### src/rtl/uart_frame_tx.sv
// Frame serializer: shifts a latched 12-bit frame out MSB first, one bit per CLKS_PER_BIT cycles.
// Optional frame parity check is enabled by defining UART_FRAME_TX_PARITY_CHECK_EN.
module uart_frame_tx #(
  parameter int unsigned CLKS_PER_BIT = 16,
  parameter int unsigned FRAME_W      = 12,
  parameter logic        IDLE_LEVEL   = 1'b1
) (
  input  logic               CLK,
  input  logic               RST_N,
  input  logic [FRAME_W-1:0] FRAME_IN,
  input  logic               FRAME_VALID,
  output logic               FRAME_READY,
  output logic               TX,
  output logic               BUSY,
  output logic               DONE,
  output logic               PARITY_ERR
);

  localparam int unsigned BAUD_W = (CLKS_PER_BIT > 1) ? $clog2(CLKS_PER_BIT) : 1;
  localparam int unsigned BIT_W  = $clog2(FRAME_W);
  localparam logic [BAUD_W-1:0] BAUD_LAST = BAUD_W'(CLKS_PER_BIT - 1);
  localparam logic [BIT_W-1:0]  BIT_LAST  = BIT_W'(FRAME_W - 1);

  typedef enum logic [0:0] {
    ST_IDLE  = 1'b0,
    ST_SHIFT = 1'b1
  } state_e;

  state_e             state_q, state_d;
  logic [FRAME_W-1:0] shift_q, shift_d;
  logic [BAUD_W-1:0]  baud_q, baud_d;
  logic [BIT_W-1:0]   bit_q, bit_d;
  logic               tx_q, tx_d;
  logic               busy_q, busy_d;
  logic               ready_q, ready_d;
  logic               done_q, done_d;
  logic               accept_s;
  logic               baud_term_s;
  logic               last_bit_s;

  assign accept_s    = FRAME_VALID && ready_q;
  assign baud_term_s = (baud_q == BAUD_LAST);
  assign last_bit_s  = (bit_q == BIT_LAST);

  // State register
  always_ff @(posedge CLK or negedge RST_N) begin
    if (!RST_N) begin
      state_q <= ST_IDLE;
    end else begin
      state_q <= state_d;
    end
  end

  // Next-state logic
  always_comb begin
    state_d = state_q;
    case (state_q)
      ST_IDLE: begin
        if (accept_s) begin
          state_d = ST_SHIFT;
        end else begin
          state_d = ST_IDLE;
        end
      end
      ST_SHIFT: begin
        if (baud_term_s && last_bit_s) begin
          state_d = ST_IDLE;
        end else begin
          state_d = ST_SHIFT;
        end
      end
      default: state_d = ST_IDLE;
    endcase
  end

  // Shift register and counters; the bit counter is cleared at the last bit so it never leaves 0..FRAME_W-1
  always_comb begin
    shift_d = shift_q;
    baud_d  = baud_q;
    bit_d   = bit_q;
    case (state_q)
      ST_IDLE: begin
        if (accept_s) begin
          shift_d = FRAME_IN;
          baud_d  = {BAUD_W{1'b0}};
          bit_d   = {BIT_W{1'b0}};
        end else begin
          shift_d = shift_q;
        end
      end
      ST_SHIFT: begin
        if (baud_term_s) begin
          baud_d  = {BAUD_W{1'b0}};
          shift_d = {shift_q[FRAME_W-2:0], IDLE_LEVEL};
          if (last_bit_s) begin
            bit_d = {BIT_W{1'b0}};
          end else begin
            bit_d = bit_q + BIT_W'(1);
          end
        end else begin
          baud_d = baud_q + BAUD_W'(1);
        end
      end
      default: begin
        shift_d = shift_q;
      end
    endcase
  end

  // Output logic, computed from next-state values so the registered outputs line up with the state
  always_comb begin
    tx_d    = IDLE_LEVEL;
    busy_d  = 1'b0;
    ready_d = 1'b1;
    done_d  = 1'b0;
    if (state_d == ST_SHIFT) begin
      tx_d    = shift_d[FRAME_W-1];
      busy_d  = 1'b1;
      ready_d = 1'b0;
    end else begin
      tx_d    = IDLE_LEVEL;
      busy_d  = 1'b0;
      ready_d = 1'b1;
    end
    if ((state_q == ST_SHIFT) && baud_term_s && last_bit_s) begin
      done_d = 1'b1;
    end else begin
      done_d = 1'b0;
    end
  end

  // Datapath and output registers
  always_ff @(posedge CLK or negedge RST_N) begin
    if (!RST_N) begin
      shift_q <= {FRAME_W{1'b0}};
      baud_q  <= {BAUD_W{1'b0}};
      bit_q   <= {BIT_W{1'b0}};
      tx_q    <= IDLE_LEVEL;
      busy_q  <= 1'b0;
      ready_q <= 1'b1;
      done_q  <= 1'b0;
    end else begin
      shift_q <= shift_d;
      baud_q  <= baud_d;
      bit_q   <= bit_d;
      tx_q    <= tx_d;
      busy_q  <= busy_d;
      ready_q <= ready_d;
      done_q  <= done_d;
    end
  end

  assign TX          = tx_q;
  assign BUSY        = busy_q;
  assign FRAME_READY = ready_q;
  assign DONE        = done_q;

`ifdef UART_FRAME_TX_PARITY_CHECK_EN
  logic parity_err_q, parity_err_d;

  function automatic logic even_parity8(input logic [7:0] data);
    return ^data;
  endfunction

  // Parity mismatch is captured on accept and held until the next accept
  always_comb begin
    if (accept_s) begin
      parity_err_d = (even_parity8(FRAME_IN[10:3]) != FRAME_IN[2]);
    end else begin
      parity_err_d = parity_err_q;
    end
  end

  // Parity flag register
  always_ff @(posedge CLK or negedge RST_N) begin
    if (!RST_N) begin
      parity_err_q <= 1'b0;
    end else begin
      parity_err_q <= parity_err_d;
    end
  end

  assign PARITY_ERR = parity_err_q;
`else
  assign PARITY_ERR = 1'b0;
`endif

endmodule

### config.mk
export PLATFORM = sky130hd
export DESIGN_NAME = uart_frame_tx
export DESIGN_NICKNAME = d
export VERILOG_FILES = /design/src/rtl/uart_frame_tx.sv
export SDC_FILE = /design/constraint.sdc
export NUM_CORES = 1
export LEC_CHECK = 0
export CAP_MARGIN = 20
export CORE_MARGIN = 2
export CORE_UTILIZATION = 35
export CTS_CLUSTER_SIZE = 40
export DETAILED_ROUTE_END_ITERATION = 8
export SLEW_MARGIN = 10
export SYNTH_ARGS = -nofsm -noshare
export SYNTH_HDL_FRONTEND = slang
export SYNTH_SLANG_ARGS = --single-unit
### constraint.sdc
create_clock -name CLK -period 1.9 [get_ports CLK]
set_input_delay 0.57 -clock CLK [delete_from_list [all_inputs] [get_ports CLK]]
set_output_delay 0.57 -clock CLK [all_outputs]
set_load 0.01 [all_outputs]
== After elaboration in Yosys (flattened, before gate mapping) ==
Index checks and enable logic that the tools add are counted.
Storage, ports and cells
  bits in registers: 25
  input port bits: 15
  output and inout bits: 5
  word-level logic and storage cells: 37
Operators by class
  $add $sub $neg: 2
  eq/ne operators: 4
  multiplexer cells: 16
  bitwise logic cells: 1
  reduce and logical (&&, ||, !) cells: 5
Operators by type and width (number)
  two-way mux 12 bit: 2
  one-hot mux 12 bit (2 select lines): 1
  two-way mux 4 bit: 4
  one-hot mux 4 bit (2 select lines): 2
  adder 4 x 1 -> 4 bit, second input constant: 2
  equality test 4 bit, second input constant: 2
  two-way mux 1 bit: 6
  logical AND 1 bit: 4
  != test 2 x 1 -> 1 bit, second input constant: 1
  != test 2 bit, second input constant: 1
  one-hot mux 1 bit (2 select lines): 1
  AND reduction 2 bit: 1
  inverter 1 bit: 1

== Longest topological paths before layout ==
Gate-level depths: netlist of run 1.
  depth in word-level cells: 5
  mapped depth: 6
  mapped depth without buffers: 4

== Least setup slack after synthesis of run 1 ==
Ideal clock, no wire load.
  path kind: register to register
  start: register baud_q[0]
  end: register tx_q (netlist: TX)
  setup time: 0.097 ns
  arrival time: 1.370 ns
  data required time: 1.803 ns
  slack: 0.433 ns
  cell stages (with the launch flop): 6
  buffers on the path: 1
  period minus slack after synthesis: 1.467 ns
  cells stage by stage: dfrtp_1 -> ha_1 -> and4_1 -> buf_2 -> a31oi_1 -> o311ai_1
On the way
  longest elaborated chain between the ends: 5
  elaborated cells on any way between the ends: 7
  those cells by class: eq/ne: 1; mux: 5; reduce/logical: 1
Ends and longest elaborated chain
  start: declaration: RTL line 31  | logic [BAUD_W-1:0] baud_q, baud_d;
  start signal: assignment: RTL line 136  | baud_q <= {BAUD_W{1'b0}};
  start signal: assignment: RTL line 144  | baud_q <= baud_d;
  equality test 4 bit *: RTL line 42  | assign baud_term_s = (baud_q == BAUD_LAST);
  logical AND 1 bit: RTL line 66  | if (baud_term_s && last_bit_s) begin
  two-way mux 1 bit: RTL line 66
  one-hot mux 1 bit (2 select lines): RTL line 57  | case (state_q)
  two-way mux 1 bit *: RTL line 116  | if (state_d == ST_SHIFT) begin
  net tx_d: RTL line 33  | logic tx_q, tx_d;
  end signal: assignment: RTL line 146  | tx_q <= tx_d;
  end: declaration: RTL line 33
Mark *: on every way through the listed nets, which the timed path passes. The rest lies on a longest branch. The select of a mux whose other input is x is not followed.
A chain may end at the register's enable or synchronous reset.

== Final worst setup path of run 1 ==
  start: register busy_q (netlist: BUSY)
  end: output BUSY
RTL lines
  start: declaration: RTL line 34  | logic busy_q, busy_d;
  start signal: assignment: RTL line 147  | busy_q <= busy_d;
  end: declaration: RTL line 14  | output logic BUSY,
No word-level cell between the ends.

==> results.md, run 1 <==
* Htree depth at 1
* Commonest non-fill, non-tap cell in the layout: dfrtp_1
* Max VDD drop at ~0.43 mV
* Area grow syn2layout at 23.5%
* Fill count at about 300
* Slowest-stage cell, CP: clkdlybuf4s50_1
* Highest-count cells in the layout ignoring fill and taps: dfrtp_1 (22), clkdlybuf4s50_1 (16), a22o_1 (13)
* Max Cap Viol at 0
* Global placer's final weighted congestion at between 0.7 and 0.8
* Layout cells sized above 1 at about a tenth
* Pwr dens at between 1000 and 1500 nW/um^2
* CTS Sinks at 24
* Num rows at 20
* Vias per inst at ~5.2
* TNS Setup at 0 ns
* Vias in the first global route at about 800
* RSZ-0062 raised after global routing: no
* Worst-path cell chain: clkdlybuf4s50_1
* Die Y at slightly above 60 um
* Hold Violations, Final at 0
* Synthesized flop and latch total at 24
* CP Capture Type: output port
* Worst Path Required at 1.33 ns
* Port Buffers at 18
* Initial antenna violation count at 0
* DRC Markers at 0
* Hold_buf cts at 0
* Via Count at ~810
* Post-Route WL at between 2000 and 2500 um
* Post-detailed-route wirelength per cell at roughly 13 um
* Fin util at between 40% and 50%
* # setup viols final at 0
* Crit-path leading delay family: buffers and inverters
* Total die area at between 3000 and 4000 um^2
* Layout Skew at between 0.007 and 0.008 ns
* Antenna diodes at 0
* First-pass GRT wire length at around 3600 um
* Syn Nets at between 100 and 150
* Overall routing resource usage at a little over an eighth
* DRT Pass-1 Iters at 4
* Delay of the slowest critical-path stage at 0.54 ns
* Sequential fraction of the synthesis area at 54.2%
* Yosys cell types at 34
* CTS tree: yes
* Main flop type after synthesis: dfrtp_1
* Mapped Area at between 1000 and 1500 um^2
* Cell depth of the worst hold path at 1
* Buffers & Inverters on Critical Path at 1
* FF-to-FF path depth at 5
* Yosys warns at 0
* Number of flops mapped to enable cells by yosys at 0
* Critical Path Stages at 1
* DP HPWL at between 1000 and 1500 um
* Fin crit share at a little over nine tenths
* Syn_area_per_cell at ~12 um^2
* Final Critical Period at ~1.8 ns
* Core area at ~3000 um^2
* F_max at roughly 560 MHz
* Antenna Violating Nets Remaining at 0
* Clk buf depth at 2
* Nets@finish at approximately 130
* Outcome: complete, no violations
* Global route overflow at 0
* Starting Density at a little under two fifths
* Clock transition at path regs at 0.12 ns
* Ys async rst share at 100%
* Worst-path maximum fanout at 2
* Static leakage at around 0.7 nW
* Root Buffer: clkbuf_4
* Clk_lat worst skew at 0.31 ns
* Largest net degree at the start of global routing at 25
* Resized Gates After CTS at 2
* DRT iter0 DRCs at between 40 and 50
* Crit path launch type: flop
* Max-slew violations at 0
* Post-Synthesis Cells at 93
* Arrival @ worst endpoint at between 1 and 1.5 ns
* Post-CTS setup buffers at 0
* I/O Pins at 20
* Cts bufs inserted at 3
* WS Path Type: reg2out
* Worst min-delay path class: reg2reg
* Die width at 60.4 um
[cell families after synthesis]
family	after synthesis	share of synthesized area, %
AOI/OAI and AO/OA	35	24.6
DFF	24	54.2
and+or+nand+nor	16	8.76
buffers and inverters	11	6.29
muxes	3	2.81
adders and majority gates	2	2.25
other	1	0.337
xor gates and xnor gates	1	0.787
[state kept, by name (all words and copies together), names as in the netlist]
name,flops
FRAME_READY,1
bit_q,4
baud_q,4
DONE,1
BUSY,1
TX,1
shift_q,12
[metal layers]
metal	vias to the layer above	global-route usage (%)	part of all wire, %	wire length (um)
li1	390	-	-	-
met1	407	17.1	46	981
met2	15	21.6	49	1060
met3	2	2.56	3.7	78
met4	0	5.71	0.80	17
met5	-	0	0	0
[stage by stage]
step	area (um^2)	hold WS [ns]	instances	worst slack, ns	total power [mW]
floorplan	1110	0.274	93	0.433	1.17
global placement	1350	0.462	154	0.00416	1.32
detailed placement	1350	0.467	154	-0.00521	1.34
CTS	1380	0.497	158	0.0877	1.58
global route	1380	0.517	158	0.0450	1.68
finish	1380	0.493	158	0.118	1.55
[worst register-to-register path, cell delays in order, from the launching register on]
cell      delay [ns]
dfrtp_1         0.45
ha_1            0.29
and4_1          0.26
buf_4           0.17
a31oi_1         0.32
o311ai_1        0.17
[worst paths after layout]
kind / start / end / slack, ns
setup / recovery: BUSY / BUSY / 0.12
hold / removal: shift_q[9] / shift_q[9] / 0.49
setup reg to reg: baud_q[0] / TX / 0.16
hold reg to reg: shift_q[9] / shift_q[9] / 0.49
max in group asynchronous: RST_N / FRAME_READY / 1.01
min in group asynchronous: RST_N / DONE / 0.59
[where the power goes]
| group | switching [mW] | leakage, nW | internal [mW] | total, mW |
|---|---|---|---|---|
| logic | 0.188 | 0.371 | 0.264 | 0.451 |
| registers | 0.155 | 0.296 | 0.717 | 0.872 |
| clock network | 0.149 | 0.0150 | 0.0819 | 0.231 |
[cells in the mapped netlist, types with 2 or more instances]
library cell	number	share of area (%)
nand2_1	4	1.3
dfrtp_1	22	49
ha_1	2	2.2
a21o_1	10	6.7
a22o_1	13	10
buf_2	2	0.90
buf_4	3	2.0
o211ai_1	3	2.0
buf_6	2	2.0
mux2i_1	2	1.8
a21oi_1	2	0.90
and3b_1	2	1.6
inv_1	4	1.3
dfstp_2	2	4.7
[layout make-up]
cell class	count	area (um^2)	share of cell area (%)
flip-flops and latches	24	603	43.9
multi-input cells	58	440	32.0
repair buffers	24	235	17.1
well taps	44	55.1	4.00
clock buffers	4	26.3	1.91
inverters	4	15.0	1.09
No activity file was read; power rests on OpenSTA's default activity.
==> inputs of run 2 (changes only) <==
--- a/config.mk
+++ b/config.mk
@@ -5,11 +5,12 @@
 export SDC_FILE = /design/constraint.sdc
 export NUM_CORES = 1
 export LEC_CHECK = 0
-export CAP_MARGIN = 20
 export CORE_MARGIN = 2
 export CORE_UTILIZATION = 35
+export CTS_CLUSTER_DIAMETER = 80
 export CTS_CLUSTER_SIZE = 40
 export DETAILED_ROUTE_END_ITERATION = 8
+export MAX_ROUTING_LAYER = met4
 export SLEW_MARGIN = 10
 export SYNTH_ARGS = -nofsm -noshare
 export SYNTH_HDL_FRONTEND = slang
==> run 2 against run 1 <==
  * Maximum frequency about the same
  * Die area unchanged
  * Power hardly changed
  * Sequential cell count did not move
  * Clock skew about the same
  * Highest routed layer unchanged
  * Clock power about the same
  * Routed wire length barely moved
  * Largest cell class unchanged
==> results.md, run 2 (synthesis gave the netlist of run 1 again) <==
* Static leakage at 0.682 nW (unchanged)
* DRT Pass-1 Iters at 4 (unchanged)
* Largest net degree at the start of global routing at 25 (unchanged)
* Commonest non-fill, non-tap cell in the layout: dfrtp_1
* Worst-path cell chain: clkdlybuf4s50_1
* Port Buffers at 18 (unchanged)
* CTS tree: yes
* Fin crit share at 93.8% (about the same)
* Die width at 60.4 um (unchanged)
* Post-Route WL at 2130 um (about the same)
* Largest registers: shift_q x12, baud_q x4, bit_q x4
* Overall routing resource usage at 13.7% (+0.47 points)
* Final Power at 1.56 mW (about the same)
* Clk buf depth at 2 (unchanged)
* Max VDD drop at 0.434 mV (about the same)
* Total die area at 3650 um^2 (unchanged)
* Worst reg2reg path endpoint: TX
* Top reg by flops: shift_q
* DRC Markers at 0 (unchanged)
* Hold_buf cts at 0 (unchanged)
* Worst Path Required at 1.33 ns (about the same)
* Global placer's final weighted congestion at 0.769 (+1.3%)
* Highest-count cells in the layout ignoring fill and taps: dfrtp_1 (22), clkdlybuf4s50_1 (16), a22o_1 (13)
* Delay of the slowest critical-path stage at 0.54 ns (about the same)
* WS Path Type: reg2out
* Setup slack, reg-to-reg at 0.15 ns (about the same)
* Global route overflow at 0 (unchanged)
* Vias in the first global route at 801 (-0.25%)
* Via Count at 813 (-0.12%)
* Max-slew violations at 0 (unchanged)
* Worst-path maximum fanout at 2 (unchanged)
* Worst hold start: shift_q[9]
* Layout Skew at 0.00813 ns (+0.000295 ns)
* Antenna diodes at 0 (unchanged)
* Antenna Violating Nets Remaining at 0 (unchanged)
* Core area at 3030 um^2 (unchanged)
* Nets@finish at 132 (unchanged)
* CP Capture Type: output port
* Outcome: complete, no violations
* Post-CTS setup buffers at 0 (unchanged)
* Buffers & Inverters on Critical Path at 1 (unchanged)
* Vias per inst at 5.15 (-0.12%)
* Num rows at 20 (unchanged)
* Cells after DPL at 154 (unchanged)
* Cts bufs inserted at 3 (unchanged)
* Fin util at 45.4% (unchanged)
* Area grow syn2layout at 23.5% (unchanged)
* Layout cells sized above 1 at 10.5% (unchanged)
* Cell depth of the worst hold path at 1 (unchanged)
* Hold Path Sink: shift_q[9]
* Initial antenna violation count at 0 (unchanged)
* # setup viols final at 0 (unchanged)
* Root Buffer: clkbuf_4
* RSZ-0062 raised after global routing: no
* Max FFs per register at 12 (unchanged)
* DRT iter0 DRCs at 41 (unchanged)
* CTS Sinks at 24 (unchanged)
* Max Cap Viol at 0 (unchanged)
* Starting Density at 36.8% (unchanged)
* Clock transition at path regs at 0.12 ns (about the same)
* TNS Setup at 0 ns (unchanged)
* First-pass GRT wire length at 3590 um (+0.20%)
* Hold_ws at 0.493 ns (+0.0000120 ns)
* DP HPWL at 1490 um (unchanged)
* F_max at 561 MHz (about the same)
* Final Critical Period at 1.78 ns (-0.000271 ns)
* Die Y at 60.4 um (unchanged)
* Crit path launch type: flop
* FF-to-FF path depth at 5 (unchanged)
* Crit path from: BUSY
* Critical register-to-register path startpoint: baud_q[0]
* Clk_lat worst skew at 0.31 ns (about the same)
* Pwr dens at 1130 nW/um^2 (about the same)
* I/O Pins at 20 (unchanged)
* Finished Layout Cells at 158 (unchanged)
* Arrival @ worst endpoint at 1.21 ns (about the same)
* Htree depth at 1 (unchanged)
* Crit-path leading delay family: buffers and inverters
* Slowest-stage cell, CP: clkdlybuf4s50_1
* Worst min-delay path class: reg2reg
* Hold Violations, Final at 0 (unchanged)
* Post-detailed-route wirelength per cell at 13.5 um (about the same)
[run 2: cell counts in the layout (fill, tap and decap cells not counted)]
Identical to the previous run, type by type.
[run 2: stage by stage]
stage,setup slack (ns),cell area [um^2]
final,0.118,1380
after CTS,0.0877,1380
after global placement,0.00416,1350
after floorplan,0.433,1110
after global routing,0.0480,1380
after detailed placement,-0.00521,1350
[run 2: final cells by class]
cell class	count	area, um^2
fill	299	1650
timing repair buffer	24	235
multi-input combinational	58	440
inverter	4	15.0
sequential	24	603
clock buffer	4	26.3
tap	44	55.1
[run 2: power breakdown]
group	leakage [nW]	switching [mW]	total, mW	internal (mW)
clock	0.0150	0.149	0.231	0.0819
combinational	0.371	0.188	0.451	0.264
sequential	0.296	0.156	0.872	0.717
total	0.682	0.493	1.56	1.06
[run 2: how the worst max path moves through the flow]
stage | to | slack [ns] | cells past startpoint
after floorplan | TX | 0.43 | 5
after global placement | bit_q[0] | 0.004 | 5
after detailed placement | bit_q[0] | -0.005 | 5
after CTS | BUSY | 0.09 | 1
after global routing | BUSY | 0.05 | 1
final | BUSY | 0.12 | 1
[run 2: per-layer routing]
metal | track usage (%) | up-vias | share of wire (%) | routed length (um)
met3 | 2.56 | 2 | 3.7 | 78
li1 | - | 390 | - | -
met2 | 21.6 | 15 | 50 | 1060
met5 | - | - | 0 | 0
met4 | 5.71 | 0 | 0.80 | 17
met1 | 17.2 | 406 | 46 | 981
[run 2: timing repair]
item / 4_1_cts / 5_1_grt
endpoints found under the setup margin: 2 / 0
hold endpoints to repair: 0 / 0
resized for setup: 2 / 0
